$ cat src/rtl/umips_pkg.sv
// umips_pkg: shared encodings and default widths for umips pipeline blocks
//   ST_*      : elastic stage state encoding (value equals entries held)
//   CTL_*     : bit positions inside the control bundle
//   UMIPS_*_W : default bundle and counter widths
package umips_pkg;
   typedef enum logic [1:0] {
      ST_EMPTY = 2'd0,
      ST_FULL  = 2'd1,
      ST_SKID  = 2'd2
   } stage_st_t;
   localparam int CTL_REG_WRITE  = 0;
   localparam int CTL_MEM_WRITE  = 1;
   localparam int CTL_MEM_TO_REG = 2;
   localparam int CTL_SIGN       = 3;
   localparam int CTL_BYTE       = 4;
   localparam int CTL_WORD       = 5;
   localparam int UMIPS_CTRL_W   = 8;
   localparam int UMIPS_DATA_W   = 101;
   localparam int UMIPS_CNT_W    = 16;
endpackage

$ cat src/rtl/umips_sat_counter.sv
// umips_sat_counter: saturating event counter
//   clk   : clock, rising edge
//   rst   : asynchronous active-low reset, clears count
//   inc   : count one event this cycle
//   count : current value, sticks at all-ones
module umips_sat_counter
   import umips_pkg::*;
#(
   parameter int CNT_W = UMIPS_CNT_W
) (
   input  logic             clk,
   input  logic             rst,
   input  logic             inc,
   output logic [CNT_W-1:0] count
);
   logic [CNT_W-1:0] count_q, count_d;
   always_comb count_d = (inc && count_q != '1) ? count_q + 1'b1 : count_q;
   always_ff @(posedge clk or negedge rst) begin
      if (!rst) count_q <= '0;
      else      count_q <= count_d;
   end
   assign count = count_q;
endmodule

$ cat src/rtl/umips_stage_reg.sv
// umips_stage_reg: elastic valid/ready pipeline stage register with flush
//   clk, rst            : clock (rising) and asynchronous active-low reset
//   flush               : discard every held entry this cycle
//   in_valid/in_ready   : upstream handshake, in_ctrl/in_data payload
//   out_valid/out_ready : downstream handshake, out_ctrl/out_data payload
//   occupancy           : entries held (0..2)
//   stall_cnt           : saturating count of cycles stalled by downstream
module umips_stage_reg
   import umips_pkg::*;
#(
   parameter int CTRL_W = UMIPS_CTRL_W,
   parameter int DATA_W = UMIPS_DATA_W,
   parameter bit SKID   = 1'b1,
   parameter int CNT_W  = UMIPS_CNT_W
) (
   input  logic              clk,
   input  logic              rst,
   input  logic              flush,
   input  logic              in_valid,
   output logic              in_ready,
   input  logic [CTRL_W-1:0] in_ctrl,
   input  logic [DATA_W-1:0] in_data,
   output logic              out_valid,
   input  logic              out_ready,
   output logic [CTRL_W-1:0] out_ctrl,
   output logic [DATA_W-1:0] out_data,
   output logic [1:0]        occupancy,
   output logic [CNT_W-1:0]  stall_cnt
);
   stage_st_t         state_q, state_d;
   logic [CTRL_W-1:0] main_ctrl_q, main_ctrl_d;
   logic [DATA_W-1:0] main_data_q, main_data_d;
   logic              accept, consume, stall_inc;

   assign out_valid = state_q != ST_EMPTY;
   assign accept    = in_valid & in_ready;
   assign consume   = out_valid & out_ready;
   assign stall_inc = out_valid & ~out_ready;
   // Bubbles never present live control bits downstream
   assign out_ctrl  = main_ctrl_q & {CTRL_W{out_valid}};
   assign out_data  = main_data_q;
   // State encoding doubles as the entry count
   assign occupancy = state_q;

   always_ff @(posedge clk or negedge rst) begin
      if (!rst) begin
         state_q     <= ST_EMPTY;
         main_ctrl_q <= '0;
         main_data_q <= '0;
      end else begin
         state_q     <= state_d;
         main_ctrl_q <= main_ctrl_d;
         main_data_q <= main_data_d;
      end
   end

   generate
      if (SKID) begin : g_skid
         logic [CTRL_W-1:0] skid_ctrl_q, skid_ctrl_d;
         logic [DATA_W-1:0] skid_data_q, skid_data_d;
         logic              in_ready_q, in_ready_d;
         always_comb begin
            state_d     = state_q;
            main_ctrl_d = main_ctrl_q;
            main_data_d = main_data_q;
            skid_ctrl_d = skid_ctrl_q;
            skid_data_d = skid_data_q;
            case (state_q)
               ST_EMPTY: if (accept) begin
                  state_d     = ST_FULL;
                  main_ctrl_d = in_ctrl;
                  main_data_d = in_data;
               end
               ST_FULL: if (accept && consume) begin
                  main_ctrl_d = in_ctrl;
                  main_data_d = in_data;
               end else if (accept) begin
                  state_d     = ST_SKID;
                  skid_ctrl_d = in_ctrl;
                  skid_data_d = in_data;
               end else if (consume) begin
                  state_d     = ST_EMPTY;
                  main_ctrl_d = '0;
               end
               ST_SKID: if (consume) begin
                  state_d     = ST_FULL;
                  main_ctrl_d = skid_ctrl_q;
                  main_data_d = skid_data_q;
                  skid_ctrl_d = '0;
               end
               default: state_d = ST_EMPTY;
            endcase
            if (flush) begin
               state_d     = ST_EMPTY;
               main_ctrl_d = '0;
               skid_ctrl_d = '0;
            end
            // Ready is derived from the next state so it can be registered
            in_ready_d = state_d != ST_SKID;
         end
         always_ff @(posedge clk or negedge rst) begin
            if (!rst) begin
               skid_ctrl_q <= '0;
               skid_data_q <= '0;
               in_ready_q  <= 1'b1;
            end else begin
               skid_ctrl_q <= skid_ctrl_d;
               skid_data_q <= skid_data_d;
               in_ready_q  <= in_ready_d;
            end
         end
         assign in_ready = in_ready_q;
      end else begin : g_single
         always_comb begin
            state_d     = state_q;
            main_ctrl_d = main_ctrl_q;
            main_data_d = main_data_q;
            if (consume) begin
               state_d     = ST_EMPTY;
               main_ctrl_d = '0;
            end
            if (accept) begin
               state_d     = ST_FULL;
               main_ctrl_d = in_ctrl;
               main_data_d = in_data;
            end
            if (flush) begin
               state_d     = ST_EMPTY;
               main_ctrl_d = '0;
            end
         end
         assign in_ready = ~out_valid | out_ready;
      end
   endgenerate

   umips_sat_counter #(.CNT_W(CNT_W)) u_stall (
      .clk   (clk),
      .rst   (rst),
      .inc   (stall_inc),
      .count (stall_cnt)
   );
endmodule

$ cat config.mk
export PLATFORM = sky130hd
export DESIGN_NAME = umips_stage_reg
export DESIGN_NICKNAME = d
export VERILOG_FILES = /design/src/rtl/umips_pkg.sv /design/src/rtl/umips_sat_counter.sv /design/src/rtl/umips_stage_reg.sv
export SDC_FILE = /design/constraint.sdc
export NUM_CORES = 1
export LEC_CHECK = 0
export ABC_AREA = 1
export CAP_MARGIN = 10
export CORE_MARGIN = 3
export CORE_UTILIZATION = 47
export CTS_CLUSTER_SIZE = 12
export DETAILED_ROUTE_END_ITERATION = 6
export GPL_ROUTABILITY_DRIVEN = 0
export PLACE_DENSITY = 0.8
export SLEW_MARGIN = 10
export SYNTH_ARGS = -nofsm -noshare
export SYNTH_HDL_FRONTEND = slang
export SYNTH_HIERARCHICAL = 1
export SYNTH_SLANG_ARGS = --single-unit
$ cat constraint.sdc
create_clock -name clk -period 2.2 [get_ports clk]
set_input_delay 0.55 -clock clk [delete_from_list [all_inputs] [get_ports clk]]
set_output_delay 0.55 -clock clk [all_outputs]
set_load 0.1 [all_outputs]
==> run summary <==
status -> finished, final reports clean
Routed Antenna Nets -> 0
Setup CP Type -> reg2out
Arrival @ worst endpoint -> 1.62 ns
H-tree depth -> 1
IO buf count -> 242
asr flop ratio synth -> 100%
Remaining Overflow, GRT -> 0
vias in the first global route -> 8717
crit path launch type -> flip-flop
critical path, cell by cell -> inv_4, ha_4, buf_12, nor2_4, buf_12
# rows -> 54
sequential area share after synthesis -> 55.6%
Worst slew margin -> 63.7%
initial core utilization -> 48.3%
fin crit share -> 98.4%
count leader, synth -> nand2_1
first-pass GRT wire length -> 43000 µm
synthesis warning total -> 6
Worst Hold Class -> reg2reg
cell taking the most area after synthesis -> dfrtp_1
diodes inserted -> 0
mapped cell area -> 10700 µm²
crit path capture type -> output port
CP most frequent cell -> buf_12
sequential share of power -> 30.9%
Comb pwr share -> 50.9%
Leakage -> 7.12 nW
final count of hold timing violations -> 0
core area -> 22100 µm²
worst skew pair latency -> 0.52 ns
Int Pwr -> 11.6 mW
Syn Nets -> 1414
Peak VDD IR -> 1.18 mV
NetSw -> 12.5 mW
post-DP HPWL -> 17900 µm
GRT Overall Usage -> 21.1%
Most used DFF post-synth -> dfrtp_1
Slew Viols, Final -> 0
Post-Syn Area per Cell -> 8.24 µm²
Worst-path clk slew -> 0.06 ns
TNS Setup -> 0 ns
Nets -> 1656
Max Freq -> 0.462 GHz
root buffer cell -> clkbuf_16
I/O pins -> 243
Worst-Margin Slew -> 0.545 ns
Starting DRT DRC Count -> 553
largest net degree at the start of global routing -> 83
CP peak stage delay -> 0.49 ns
Longest Clk Path Bufs -> 3
worst path bufs/invs -> 3
first-pass detailed-route iteration total -> 6
Clk network pwr share -> 18.1%
Post-Route Skew -> 0.0111 ns
PwrDens -> 1680 nW/µm²
Vert. Die Dim -> 157 µm
Synth cell types -> 26
RSZ-0062 raised after global routing -> yes
Max-cap violations -> 0
drt wl/cell -> 14.3 µm
Area growth syn-to-layout -> 34.5%
Fillers -> 1743
DRC violations left -> 0
Crit Path Max Fanout -> 5
die width -> 157 µm
critical path required time -> 1.65 ns
Synth area leaders -> dfrtp_1, nand2_1, o21ai_0, a21oi_1, o21ai_1
post-synthesis register bit count -> 237
Avg Vias per Cell -> 5.05
Sw Share -> 51.9%
hold_ws -> 0.481 ns
vias -> 9245
# setup viols final -> 0
total wire length -> 26300 µm
crit-path leading delay family -> flip-flops
Num CTS Buffers -> 27
Commonest cells post-synth -> nand2_1, dfrtp_1, nor2_1, inv_1, o21ai_0
Post-synth EDFFs -> 0
Post-Syn Instances -> 1295
initial antenna violation count -> 0
share of cells above drive strength 1 -> 16.0%
die area -> 24500 µm²
Tmin final -> 2.17 ns
post-synth top area share -> 55.4%
clk sinks -> 237
CTS tree -> yes
CP max-delay cell -> dfrtp_4
==> path summary, 6_finish.rpt <==
kind,startpoint,endpoint,slack (ns),cells after the start
setup reg to reg,occupancy[1],out_data[84],0.16,11
max in group asynchronous,rst,in_ready,0.99,3
hold reg to reg,main_ctrl_q[0],main_ctrl_q[0],0.48,2
hold / removal,main_ctrl_q[0],main_ctrl_q[0],0.48,2
setup / recovery,occupancy[0],out_ctrl[1],0.03,5
min in group asynchronous,rst,g_skid.skid_data_q[56],0.51,2
==> layer usage <==
| layer | up-vias | global-route usage, % | wire [µm] |
|---|---|---|---|
| li1 | 4594 | - | - |
| met1 | 4306 | 28.7 | 11100 |
| met2 | 303 | 34.6 | 12700 |
| met3 | 42 | 4.18 | 1840 |
| met4 | 0 | 5.92 | 609 |
| met5 | - | 0 | 0 |
==> tightest hold or removal path, cell delays in order, from the launching register on <==
cell and delay [ns]:
dfrtp_1 0.34, nand2_1 0.05, nand2_1 0.05
==> logic make-up (layout without fill, tap and decap cells) <==
| family | after synthesis | count (layout) | share of synthesized area [%] |
|---|---|---|---|
| simple gates | 510 | 510 | 18.9 |
| compound gates | 332 | 332 | 15.7 |
| flops | 237 | 237 | 55.6 |
| buf+inv | 205 | 462 | 8.62 |
| xor+xnor | 6 | 6 | 0.493 |
| fa+ha+maj | 5 | 5 | 0.587 |
==> metrics by stage <==
stage                     worst slack [ns]  total power, mW  instances  util, %  cell area (µm²)
after global routing               -0.0200             25.4       1832     64.9            14300
after CTS                          0.00494             24.3       1829     64.8            14300
final                               0.0343             24.2       1832     64.9            14300
after floorplan                    0.00146             16.8       1295        -            10700
after global placement              0.0571             19.5       1778     60.4            13300
after detailed placement           -0.0178             19.8       1778     60.4            13300
==> placed cells by master (no fill, tap or decap), types with 2 or more instances in the layout <==
cell type and instances:
a21oi_1 105, buf_12 24, buf_4 144, bufinv_16 2, clkbuf_1 4, clkbuf_16 27, clkbuf_8 6, clkdlybuf4s50_1 112
clkinvlp_4 3, dfrtp_1 234, dfrtp_4 2, ha_1 3, ha_4 2, inv_1 128, inv_2 3, inv_4 2
inv_8 2, nand2_1 346, nand2_2 4, nand3_1 11, nand4_1 6, nor2_1 124, nor2_2 3, nor2_4 12
o21ai_0 122, o21ai_1 100, o21ai_2 4, xnor2_1 5
==> flip-flops by register name (all words and copies together) (netlist names) <==
register / flops
u_stall/count: 16
occupancy: 2
g_skid.skid_data_q: 101
main_ctrl_q: 8
in_ready: 1
g_skid.skid_ctrl_q: 8
out_data: 101
==> cell type report <==
cell class	count	area [µm²]	area share (%)
repair buffers	284	2750	19.1
multi-input cells	853	3930	27.4
inverters	134	515	3.59
flip-flops and latches	237	5940	41.4
clock inverters	7	98.8	0.689
clock buffers	37	773	5.39
well taps	280	350	2.44
==> what timing repair did <==
item / 4_1_cts / 5_1_grt
setup buffers: 5 / 3
endpoints found under the hold margin: 41 / 0
hold buffers: 1 / 0
pin swaps: 1 / 1
gates cloned: 1 / 0
gates resized for setup: 10 / 2
endpoints found under the setup margin: 9 / 9
==> power groups by stage <==
stage	Sequential [mW]	Combinational (mW)	Clock (mW)
after CTS	7.48	12.4	4.48
final	7.48	12.3	4.38
after global placement	7.46	12.0	0
after global routing	7.70	13.0	4.70
after detailed placement	7.50	12.3	0
after floorplan	14.2	2.56	0
Note: power is estimated with default switching activity, not from simulation.
==> RTL edit (same flow settings) <==
`main_data_q` no longer has a reset.
--- a/src/rtl/umips_stage_reg.sv
+++ b/src/rtl/umips_stage_reg.sv
@@ -46,12 +46,14 @@
       if (!rst) begin
          state_q     <= ST_EMPTY;
          main_ctrl_q <= '0;
-         main_data_q <= '0;
       end else begin
          state_q     <= state_d;
          main_ctrl_q <= main_ctrl_d;
-         main_data_q <= main_data_d;
       end
+   end
+
+   always_ff @(posedge clk) begin
+      main_data_q <= main_data_d;
    end
 
    generate
Function: changed (a bounded check fails within 4 cycles, from zero or initial values and one cycle with rst low).
==> RTL edit against the original RTL <==
- utilization up 0.72 points
- design area down 2.9%
- clock skew up 5.6 ps
- first-iteration DRC count down 10%
- worst setup slack better by 9.6 ps
- synthesized area down 3.7%
- wire length down 5.8%
- sequential cell count unchanged
- critical path type unchanged
- critical endpoint is now out_ctrl[2]
- largest cell class unchanged
- highest routed layer unchanged
Power is not compared: it rests on default switching activity, and its combinational part moved more than twofold at a synthesized area within 25%.
==> RTL edit: results (changes against the original RTL) <==
Status
  – Outcome: finished, final reports clean

Placed design
  – Inst Count DP: 1565 (-12%)
  – Pre-CTS setup slack: -98.7 ps (-80.9 ps)
  – HPWL after DPL: 17.3 mm (-3.3%)
  – Placed instance area: 13000 sq um (-2.6%)

Yosys
  – Synth warnings: 6 (unchanged)
  – Synthesized instance count: 1066 (-18%)
  – Ranking of synthesized cells by area: dfrtp_1 (33%), edfxtp_1 (30%), nand2_1 (12%), o21ai_0 (6.9%), inv_1 (4.8%)
  – FFs w/ async S/R, synth: 57.4% (-43 points)
  – Register area share after synthesis: 62.7% (+7.0 points)
  – Post-synth EDFFs: 101 (+101)
  – Syn nets: 1185 (-16%)
  – Post-synth top cells: nand2_1 (341), o21ai_0 (142), dfrtp_1 (135)

Routing
  – WL final: 24.8 mm (-5.8%)
  – Initial DRC count: 496 (-10%)
  – Routed wire per std cell: 15.3 microns (+6.6%)
  – First-pass DRT Iterations: 5 (-1)
  – Via-to-Cell Ratio: 5.02 (-0.44%)

Hold path
  – Cells on Worst Hold Path: 2 (unchanged)
  – Worst min path class: register to register

CTS
  – Root buf cell: clkbuf_16
  – Clock Path Buffers: 3 (unchanged)
  – CTS buffer count: 25 (-7.4%)

Worst setup path
  – Worst R2R End: out_data[6]
  – Critical Path AT: 1610 ps
  – Register-to-register setup slack: 80 ps (-80 ps)
  – Worst r2r path cells: 7 (-4)
  – Worst r2r src: occupancy[0]
  – Worst Path Max Fanout: 3 (-2)

Final layout
  – Final net count: 1444 (-13%)
  – # fillers: 1637 (-6.1%)
  – Share of layout cells above drive strength 1: 19.5% (+3.5 points)

GRT
  – Gr usage total: 20.1% (-0.92 points)
  – Global-route wire length before repair: 39.7 mm (-7.6%)
  – Largest net degree at the start of global routing: 74 (-11%)
  – Vias in the first global route: 8050 (-7.7%)

Timing
  – Worst Skew: 16.7 ps (+5.57 ps)
  – Setup tns final: 0 ps (unchanged)
  – Hold slack: 475 ps (-5.31 ps)
  – Least-Margin Pin Slew: 409 ps (-136 ps)

Power
  – Static leakage: 6.20 nW
==> RTL edit: timing repair <==
item	CTS	global route
gates cloned	0	0
hold buffers	1	0
endpoints found under the setup margin	9	71
buffers inserted	5	2
resized for setup	14	6
pin swaps	6	2
endpoints found under the hold margin	33	0
==> RTL edit: logic make-up (layout without fill, tap and decap cells) <==
| logic type | after synthesis | in the layout | synth area share [%] |
|---|---|---|---|
| flops | 237 | 237 | 62.7 |
| xor+xnor | 6 | 6 | 0.511 |
| fa+ha+maj | 5 | 5 | 0.609 |
| compound gates | 231 | 231 | 12.1 |
| simple gates | 405 | 405 | 15.9 |
| buf+inv | 182 | 460 | 8.21 |
==> RTL edit: worst max-delay path: stages (launching register included) <==
cell and delay, ps:
dfrtp_4 490, inv_4 80, ha_4 180, buf_8 140, nor2_4 40, buf_12 160
==> RTL edit: area by class of cell <==
class	count	area, sq um	area share (%)
flip-flops and latches	237	6450	46.3
multi-input cells	647	3120	22.4
repair buffers	281	2710	19.5
clock buffers	42	751	5.39
inverters	133	514	3.69
well taps	275	344	2.47
clock inverters	4	48.8	0.350
==> RTL edit: worst max-delay path by stage <==
stage	from	end	slack, ps
CTS	occupancy[0]	out_ctrl[7]	1
finish	occupancy[0]	out_ctrl[2]	40
global route	occupancy[0]	out_ctrl[2]	-10
global placement	out_ready	out_data[43]	-90
detailed placement	out_ready	out_data[43]	-100
floorplan	occupancy[0]	out_data[0]	-1250
==> RTL edit: per-layer routing <==
| metal | routed length, microns | global-route usage [%] | vias up |
|---|---|---|---|
| li1 | - | - | 3939 |
| met1 | 9630 | 25.4 | 3825 |
| met2 | 12500 | 35.3 | 324 |
| met3 | 2110 | 4.59 | 46 |
| met4 | 521 | 5.38 | 0 |
| met5 | 0 | 0 | - |
==> RTL edit: power breakdown <==
group	internal, mW	switching (mW)
Sequential	5.83	0.600
Clock	2.43	1.63
Combinational	1.38	3.89
Total	9.65	6.12
